### config.mk
export PLATFORM = sky130hd
export DESIGN_NAME = uc_multiciclo
export DESIGN_NICKNAME = d
export VERILOG_FILES = /design/src/rtl/uc_multiciclo.sv
export SDC_FILE = /design/constraint.sdc
export NUM_CORES = 1
export LEC_CHECK = 0
export ABC_AREA = 0
export CORE_MARGIN = 3
export CORE_UTILIZATION = 46
export CTS_CLUSTER_SIZE = 14
export DETAILED_ROUTE_END_ITERATION = 12
export HOLD_SLACK_MARGIN = 0.03
export MAX_ROUTING_LAYER = met4
export PLACE_DENSITY = 0.81
export SYNTH_ARGS = -nofsm -noshare
export SYNTH_HDL_FRONTEND = slang
export SYNTH_SLANG_ARGS = --single-unit
### constraint.sdc
create_clock -name clk -period 5.3 [get_ports clk]
set_input_delay 1.06 -clock clk [delete_from_list [all_inputs] [get_ports clk]]
set_output_delay 1.06 -clock clk [all_outputs]
set_load 0.05 [all_outputs]
### src/rtl/uc_multiciclo.sv
// Multicycle control unit: a four-state FSM (IDLE, FETCH, EXEC, HALT) that
// issues one instruction every two cycles. FETCH latches the opcode into ir;
// EXEC decodes ir together with the zero/carry flags into datapath controls.
// SKIPZ annuls the next instruction through an internal skip_pend flag.
//
// Configuration macro: UC_ILLEGAL_TRAP_EN
//   defined   -> a reserved opcode halts the machine (pc_en=0, -> HALT)
//   undefined -> a reserved opcode acts as a NOP (pc_en=1, -> FETCH)
// In both builds a reserved opcode sets the sticky illegal flag.
module uc_multiciclo (
  input  logic       clk,
  input  logic       reset,     // asynchronous, active-low
  input  logic       start,
  input  logic [5:0] opcode,
  input  logic       zero,
  input  logic       carry,
  output logic       s_inc,
  output logic       s_inm,
  output logic       we,
  output logic       s_skip,
  output logic [2:0] alu_op,
  output logic       pc_en,
  output logic       halted,
  output logic       illegal
);

  typedef enum logic [1:0] {
    ST_IDLE  = 2'b00,
    ST_FETCH = 2'b01,
    ST_EXEC  = 2'b10,
    ST_HALT  = 2'b11
  } state_t;

  localparam logic [5:0] OP_NOP = 6'b110000;

  state_t     state, next_state;
  logic [5:0] ir;
  logic       skip_pend;
  logic       is_reserved;
  logic       set_skip;

  // State register, instruction register, skip flag and sticky illegal flag.
  // NOTE: sequential state uses non-blocking assignments so every register
  // samples the pre-edge values of the others, independent of statement order.
  always_ff @(posedge clk or negedge reset) begin
    if (!reset) begin
      state     <= ST_IDLE;
      ir        <= OP_NOP;
      skip_pend <= 1'b0;
      illegal   <= 1'b0;
    end else begin
      state <= next_state;
      if (state == ST_FETCH) begin
        ir <= opcode;
      end
      if (state == ST_EXEC) begin
        // An annulled instruction only consumes the pending skip.
        skip_pend <= skip_pend ? 1'b0 : set_skip;
        if (is_reserved) begin
          illegal <= 1'b1;
        end
      end
    end
  end

  // Next-state and control decode; outputs depend on state, ir and flags.
  // NOTE: every output gets a default before the case so no path leaves a
  // signal unassigned, which would otherwise infer a latch.
  always_comb begin
    next_state  = state;
    s_inc       = 1'b0;
    s_inm       = 1'b0;
    we          = 1'b0;
    s_skip      = 1'b0;
    alu_op      = 3'b000;
    pc_en       = 1'b0;
    halted      = 1'b0;
    is_reserved = 1'b0;
    set_skip    = 1'b0;

    unique case (state)
      ST_IDLE: begin
        s_inc = 1'b1;
        if (start) begin
          next_state = ST_FETCH;
        end
      end

      ST_FETCH: begin
        s_inc      = 1'b1;
        next_state = ST_EXEC;
      end

      ST_EXEC: begin
        s_inc      = 1'b1;
        pc_en      = 1'b1;
        next_state = ST_FETCH;
        if (skip_pend) begin
          // Annulled slot: no write, sequential PC, flags ignored.
          s_skip = 1'b1;
        end else begin
          unique case (ir[5:4])
            2'b00: begin
              alu_op = ir[2:0];
              we     = 1'b1;
            end
            2'b01: begin
              we    = 1'b1;
              s_inm = 1'b1;
            end
            2'b10: begin
              unique case (ir[3:0])
                4'b0000: s_inc = 1'b0;     // J
                4'b0001: s_inc = ~zero;    // JZ
                4'b0010: s_inc = zero;     // JNZ
                4'b0011: s_inc = ~carry;   // JC
                default: is_reserved = 1'b1;
              endcase
            end
            default: begin
              unique case (ir[3:0])
                4'b0000: ;                 // NOP
                4'b0001: set_skip = zero;  // SKIPZ
                4'b1111: next_state = ST_HALT;
                default: is_reserved = 1'b1;
              endcase
            end
          endcase
`ifdef UC_ILLEGAL_TRAP_EN
          if (is_reserved) begin
            pc_en      = 1'b0;
            next_state = ST_HALT;
          end
`endif
        end
      end

      ST_HALT: begin
        halted = 1'b1;
      end

      default: next_state = ST_IDLE;
    endcase
  end

endmodule

==> impl_metrics.json, run 1 <==
{
  "clkTransAtPathRegs_ns": 0.06,
  "avgViaCountPerCell": 5.36,
  "die_h_um": 42.4,
  "setup_tns_ns": 0,
  "holdPathEnd": "illegal",
  "row_count": 12,
  "wire_per_inst_um": 13.5,
  "grt_max_degree": 11,
  "switchingPower_uw": 223,
  "arrival_ns": 2.83,
  "cp.required_ns": 4.24,
  "pwr-share-seq_pct": 33.7,
  "syn2layout_area_growth_pct": 38.8,
  "postCtsSetupBuffers": 0,
  "cts_made_buffers": 3,
  "seqCellArea_um2": 253,
  "worst_slew_pin_slew_ns": 0.500,
  "multi_input_area_um2": 342,
  "syn_area_um2": 609,
  "core_um2": 1170,
  "utilization_pct": 72.2,
  "finalWirelength_um": 1250,
  "status": "finished, final reports clean",
  "htreeDepth": 1,
  "gp_congestion": 0.804,
  "cts-root-buf": "clkbuf_4",
  "slew_viol_final": 0,
  "fillers": 89,
  "timing.final.crit_period_ns": 3.89,
  "skew_ns": 0.00216,
  "timing.final.crit_share_pct": 73.5,
  "syn_avg_cell_area_um2": 10.9,
  "drc": 0,
  "hpwl_um": 950,
  "grt_pass1_wl_um": 2140,
  "clock_power_share_pct": 9.6,
  "r2r-start": "state[1]",
  "syn_nets": 72,
  "antenna_found_initial": 0,
  "slew_headroom_pct": 66.6,
  "die_x_um": 42.4,
  "track_usage_pct": 15.4,
  "seq_area_frac_synth_pct": 41.5,
  "ant_nets": 0,
  "mostFrequentLayoutCell": "clkdlybuf4s50_1",
  "grt_overflow_total": 0,
  "p_int_uw": 265,
  "rsz0062_at_grt": "false",
  "io_buffer_count": 20,
  "grt_pass1_vias": 505,
  "cp_max_fo": 3,
  "crit_type": "input pin to primary output",
  "rrSetupSlack_ns": 3.87,
  "nNetsFinal": 96,
  "syn_inst": 56,
  "ir_drop_mv": 0.334,
  "power.density_nw_per_um2": 577,
  "ctsResizeCount": 0,
  "synth-seq-cells": 10,
  "power_frac_comb_pct": 56.7,
  "cts_hold_buf": 0,
  "vias": 493,
  "final_cell_mix": "20 x clkdlybuf4s50_1, 8 x dfrtp_1, 6 x mux2_2",
  "insertion_delay_ns": 0.25,
  "drv_cap": 0,
  "hold_violations": 0,
  "ios": 21,
  "cts_tree": "yes",
  "worstSetupEndpointType": "primary output",
  "dr.first_iter.drc_count": 4,
  "swShare_pct": 45.7,
  "worstHoldStart": "illegal",
  "synth_cell_types": 28,
  "hold_path_class": "register to register",
  "ys.warnings.count": 0,
  "cts_max_path_buffers": 2,
  "drt_first_pass_iters": 2,
  "initial_utilization_pct": 52.0,
  "reg2regPathDepth": 3,
  "setup_viol": 0,
  "num_antenna_cells": 0,
  "cts.sinks": 10,
  "p_leak_uw": 0.000345,
  "layout-drive-gt1-share_pct": 17.9,
  "holdPathStages": 1,
  "r2r_end": "ir[3]",
  "max_freq_mhz": 257,
  "setup.worst_path.start_class": "input pin",
  "die_area_um2": 1800
}
registers in the layout, indices dropped and copies added (netlist names):
register	cells
illegal	1
ir	6
skip_pend	1
state	2
power by group through the flow:
stage          Clock [µW]  Combinational [µW]  Sequential [µW]
6_report             46.8                 277              165
3_3_place_gp            0                 272              164
3_5_place_dp            0                 278              165
4_1_cts              48.5                 279              165
2_1_floorplan           0                 201              160
5_1_grt              52.5                 301              171
cells by family (layout without fill, tap and decap cells):
family | after synthesis | in the layout | share of synthesized area, %
compound gates | 9 | 9 | 12.1
simple gates | 21 | 21 | 20.9
fa+ha+maj | 5 | 5 | 10.3
flops | 10 | 10 | 41.5
mux | 7 | 7 | 12.7
buf+inv | 4 | 26 | 2.46
worst max-delay path, stage by stage:
cell and delay [ns]:
clkdlybuf4s50_1 0.46, o2111a_1 0.28, a211oi_2 0.21, clkdlybuf4s50_1 0.82
worst max-delay path by stage:
stage | startpoint | to | slack [ns] | depth (start not counted)
2_1_floorplan | state[0] | alu_op[0] | 1.21 | 5
3_3_place_gp | zero | s_inc | 1.46 | 4
3_5_place_dp | zero | s_inc | 1.43 | 4
4_1_cts | zero | s_inc | 1.42 | 4
5_1_grt | zero | s_inc | 1.37 | 5
6_report | zero | s_inc | 1.41 | 4
cell usage after synthesis:
master	number	share of area, %
a211oi_1	1	1.2
a211oi_2	1	2.1
a21o_1	1	1.2
a32oi_1	1	1.4
and2_1	4	4.1
and2_2	1	1.2
and3_1	1	1.0
clkbuf_1	1	0.62
dfrtp_1	8	33
dfstp_2	2	8.6
ha_1	5	10
inv_1	3	1.8
mux2_2	6	11
mux2i_1	1	1.6
nand2_1	3	1.8
nand2b_1	1	1.0
nand3_1	1	0.82
nand3b_1	1	1.2
nor2_1	2	1.2
nor2b_1	3	3.1
nor3_1	1	0.82
nor3b_1	1	1.2
nor4_1	1	1.0
o2111a_1	1	1.8
o21ai_0	2	1.6
o31ai_1	1	1.2
o32ai_1	1	1.4
or4b_4	1	2.3
per-stage QoR:
| stage | worst slack, ns | cells | cell area, µm² | hold slack [ns] | total power, µW |
|---|---|---|---|---|---|
| after floorplan | 1.21 | 56 | 609 | 0.510 | 361 |
| after global placement | 1.46 | 89 | 823 | 0.451 | 436 |
| after detailed placement | 1.43 | 89 | 823 | 0.467 | 443 |
| after CTS | 1.42 | 92 | 846 | 0.487 | 492 |
| after global routing | 1.37 | 92 | 846 | 0.512 | 525 |
| final | 1.41 | 92 | 846 | 0.476 | 488 |
area by class of cell:
| type | count | area share, % |
|---|---|---|
| Inverter | 3 | 1.33 |
| Multi-Input combinational cell | 42 | 40.4 |
| Sequential cell | 10 | 29.9 |
| Timing Repair Buffer | 20 | 23.7 |
| Tap cell | 14 | 2.07 |
| Clock buffer | 3 | 2.66 |
metal layers:
metal | track usage, % | wire (µm)
met1 | 20.9 | 612
met5 | - | 0
met4 | 3.73 | 6
met2 | 24.9 | 577
met3 | 1.29 | 50
No activity file was read; power rests on OpenSTA's default activity.
==> inputs of run 2 (changes only) <==
--- a/config.mk
+++ b/config.mk
@@ -7,12 +7,12 @@
 export LEC_CHECK = 0
 export ABC_AREA = 0
 export CORE_MARGIN = 3
-export CORE_UTILIZATION = 46
+export CORE_UTILIZATION = 43
 export CTS_CLUSTER_SIZE = 14
 export DETAILED_ROUTE_END_ITERATION = 12
 export HOLD_SLACK_MARGIN = 0.03
 export MAX_ROUTING_LAYER = met4
-export PLACE_DENSITY = 0.81
+export PLACE_DENSITY = 0.77
 export SYNTH_ARGS = -nofsm -noshare
 export SYNTH_HDL_FRONTEND = slang
 export SYNTH_SLANG_ARGS = --single-unit
==> constraint.sdc (replaced) <==
create_clock -name clk -period 3.6 [get_ports clk]
set_input_delay 0.72 -clock clk [delete_from_list [all_inputs] [get_ports clk]]
set_output_delay 0.72 -clock clk [all_outputs]
set_load 0.05 [all_outputs]
==> impl_metrics.json, run 2 (synthesized netlist as in run 1, its figures left out) <==
{
  "status": "finished, final reports clean",
  "layout_setup_ws_ns": 0.307,
  "initial_utilization_pct": 50.1,
  "vias": 504,
  "holdPathEnd": "illegal",
  "holdPathStages": 1,
  "wl_met3_um": 67,
  "met2_length_um": 575,
  "ant_nets": 0,
  "utilization_pct": 70.9,
  "switchingPower_uw": 334,
  "setup.worst_path.start_class": "register",
  "cts_hold_buf": 0,
  "r2r-start": "ir[1]",
  "die_area_um2": 1900,
  "rsz0062_at_grt": "false",
  "htreeDepth": 1,
  "post-place-ws_ns": 0.387,
  "p_leak_uw": 0.000354,
  "cts_max_path_buffers": 2,
  "placed_cells": 90,
  "final_cell_mix": "20 x clkdlybuf4s50_1, 8 x dfrtp_1, 6 x mux2_2",
  "antenna_found_initial": 0,
  "reg_top3": "ir (6), state (2)",
  "io_buffer_count": 20,
  "swShare_pct": 45.4,
  "regMostFlops": "ir",
  "track_usage_pct": 15.2,
  "hpwl_um": 987,
  "setup_tns_ns": 0,
  "syn2layout_area_growth_pct": 41.5,
  "hold_violations": 0,
  "core_um2": 1220,
  "rrSetupSlack_ns": 2.18,
  "drv_cap": 0,
  "postCtsSetupBuffers": 0,
  "grt_pass1_wl_um": 2040,
  "drc": 0,
  "critical_path_buf_inv_count": 1,
  "slew_headroom_pct": 66.4,
  "wire_per_inst_um": 13.0,
  "slowest_delay_ns": 0.83,
  "crit_slowest_cell": "clkdlybuf4s50_1",
  "ir_drop_mv": 0.623,
  "drt_first_pass_iters": 2,
  "crit_type": "register to primary output",
  "cts.sinks": 10,
  "postPlaceCellArea_um2": 836,
  "gp_congestion": 0.754,
  "crit_family": "buffers and inverters",
  "worst_slew_pin_slew_ns": 0.502,
  "row_count": 12,
  "cts-root-buf": "clkbuf_4",
  "max_freq_mhz": 304,
  "nNetsFinal": 97,
  "p_int_uw": 401,
  "cts_tree": "yes",
  "cp_cell_sequence": "or4b_4 > o2111a_1 > a211oi_2 > clkdlybuf4s50_1",
  "cts_made_buffers": 3,
  "finalWirelength_um": 1220,
  "largest_register_ffs": 6,
  "layout-drive-gt1-share_pct": 20.0,
  "stdcell_area_um2": 862,
  "r2r_end": "skip_pend",
  "pwr-share-seq_pct": 32.8,
  "top_layer_used": "met4",
  "mostFrequentLayoutCell": "clkdlybuf4s50_1",
  "grt_pass1_vias": 488,
  "slew_viol_final": 0,
  "ios": 21,
  "arrival_ns": 2.57,
  "dr.first_iter.drc_count": 1,
  "power_frac_comb_pct": 56.3,
  "worstHoldStart": "illegal",
  "ctsResizeCount": 0,
  "die_h_um": 43.6,
  "die_x_um": 43.6,
  "avgViaCountPerCell": 5.36,
  "power.density_nw_per_um2": 852,
  "setup_viol": 0,
  "cp.required_ns": 2.88,
  "clkTransAtPathRegs_ns": 0.06,
  "met1_length_um": 551,
  "timing.final.crit_share_pct": 91.5,
  "skew_ns": 0.00361,
  "hold_path_class": "register to register",
  "insertion_delay_ns": 0.26,
  "num_antenna_cells": 0,
  "clock_power_share_pct": 10.8,
  "fin_cells": 94,
  "worstSetupEndpointType": "primary output",
  "cp_max_fo": 6,
  "grt_overflow_total": 0,
  "timing.final.crit_period_ns": 3.29,
  "reg2regPathDepth": 2,
  "grt_max_degree": 11
}
==> run 2: cell types whose count changed in the layout (fill, tap and decap cells not counted) <==
cell,delta
clkbuf_1,+1
nor3b_1,-1
nor3b_2,+1
buf_4,+1
==> run 2: cell type report <==
class,instances,area [µm²]
Timing Repair Buffer,21,208
Multi-Input combinational cell,42,347
Inverter,3,11.3
Tap cell,14,17.5
Fill cell,93,354
Sequential cell,10,253
Clock buffer,4,26.3
==> run 2: worst max path at each step <==
stage / from / to / depth (start not counted)
after floorplan: state[0] / alu_op[0] / 5
after global routing: ir[1] / s_inc / 4
after CTS: ir[1] / s_inc / 4
after detailed placement: zero / s_inc / 5
final: ir[1] / s_inc / 4
after global placement: zero / s_inc / 4
==> run 2: per-stage QoR <==
stage	total power, µW	hold slack [ns]
floorplan	533	0.424
global placement	650	0.457
finish	735	0.473
CTS	744	0.482
detailed placement	662	0.462
global route	792	0.525
==> run 2: metal layers <==
metal | vias up | GRT usage [%]
met4 | 0 | 10.8
met2 | 15 | 23.3
li1 | 252 | -
met5 | - | -
met3 | 2 | 2.49
met1 | 235 | 17.7
==> run 2: power by group through the flow <==
stage / clock network [µW] / logic (µW) / registers, µW
CTS: 83.4 / 420 / 241
floorplan: 0 / 296 / 237
detailed placement: 0 / 419 / 243
global placement: 0 / 409 / 241
finish: 79.4 / 414 / 241
global route: 89.2 / 451 / 252
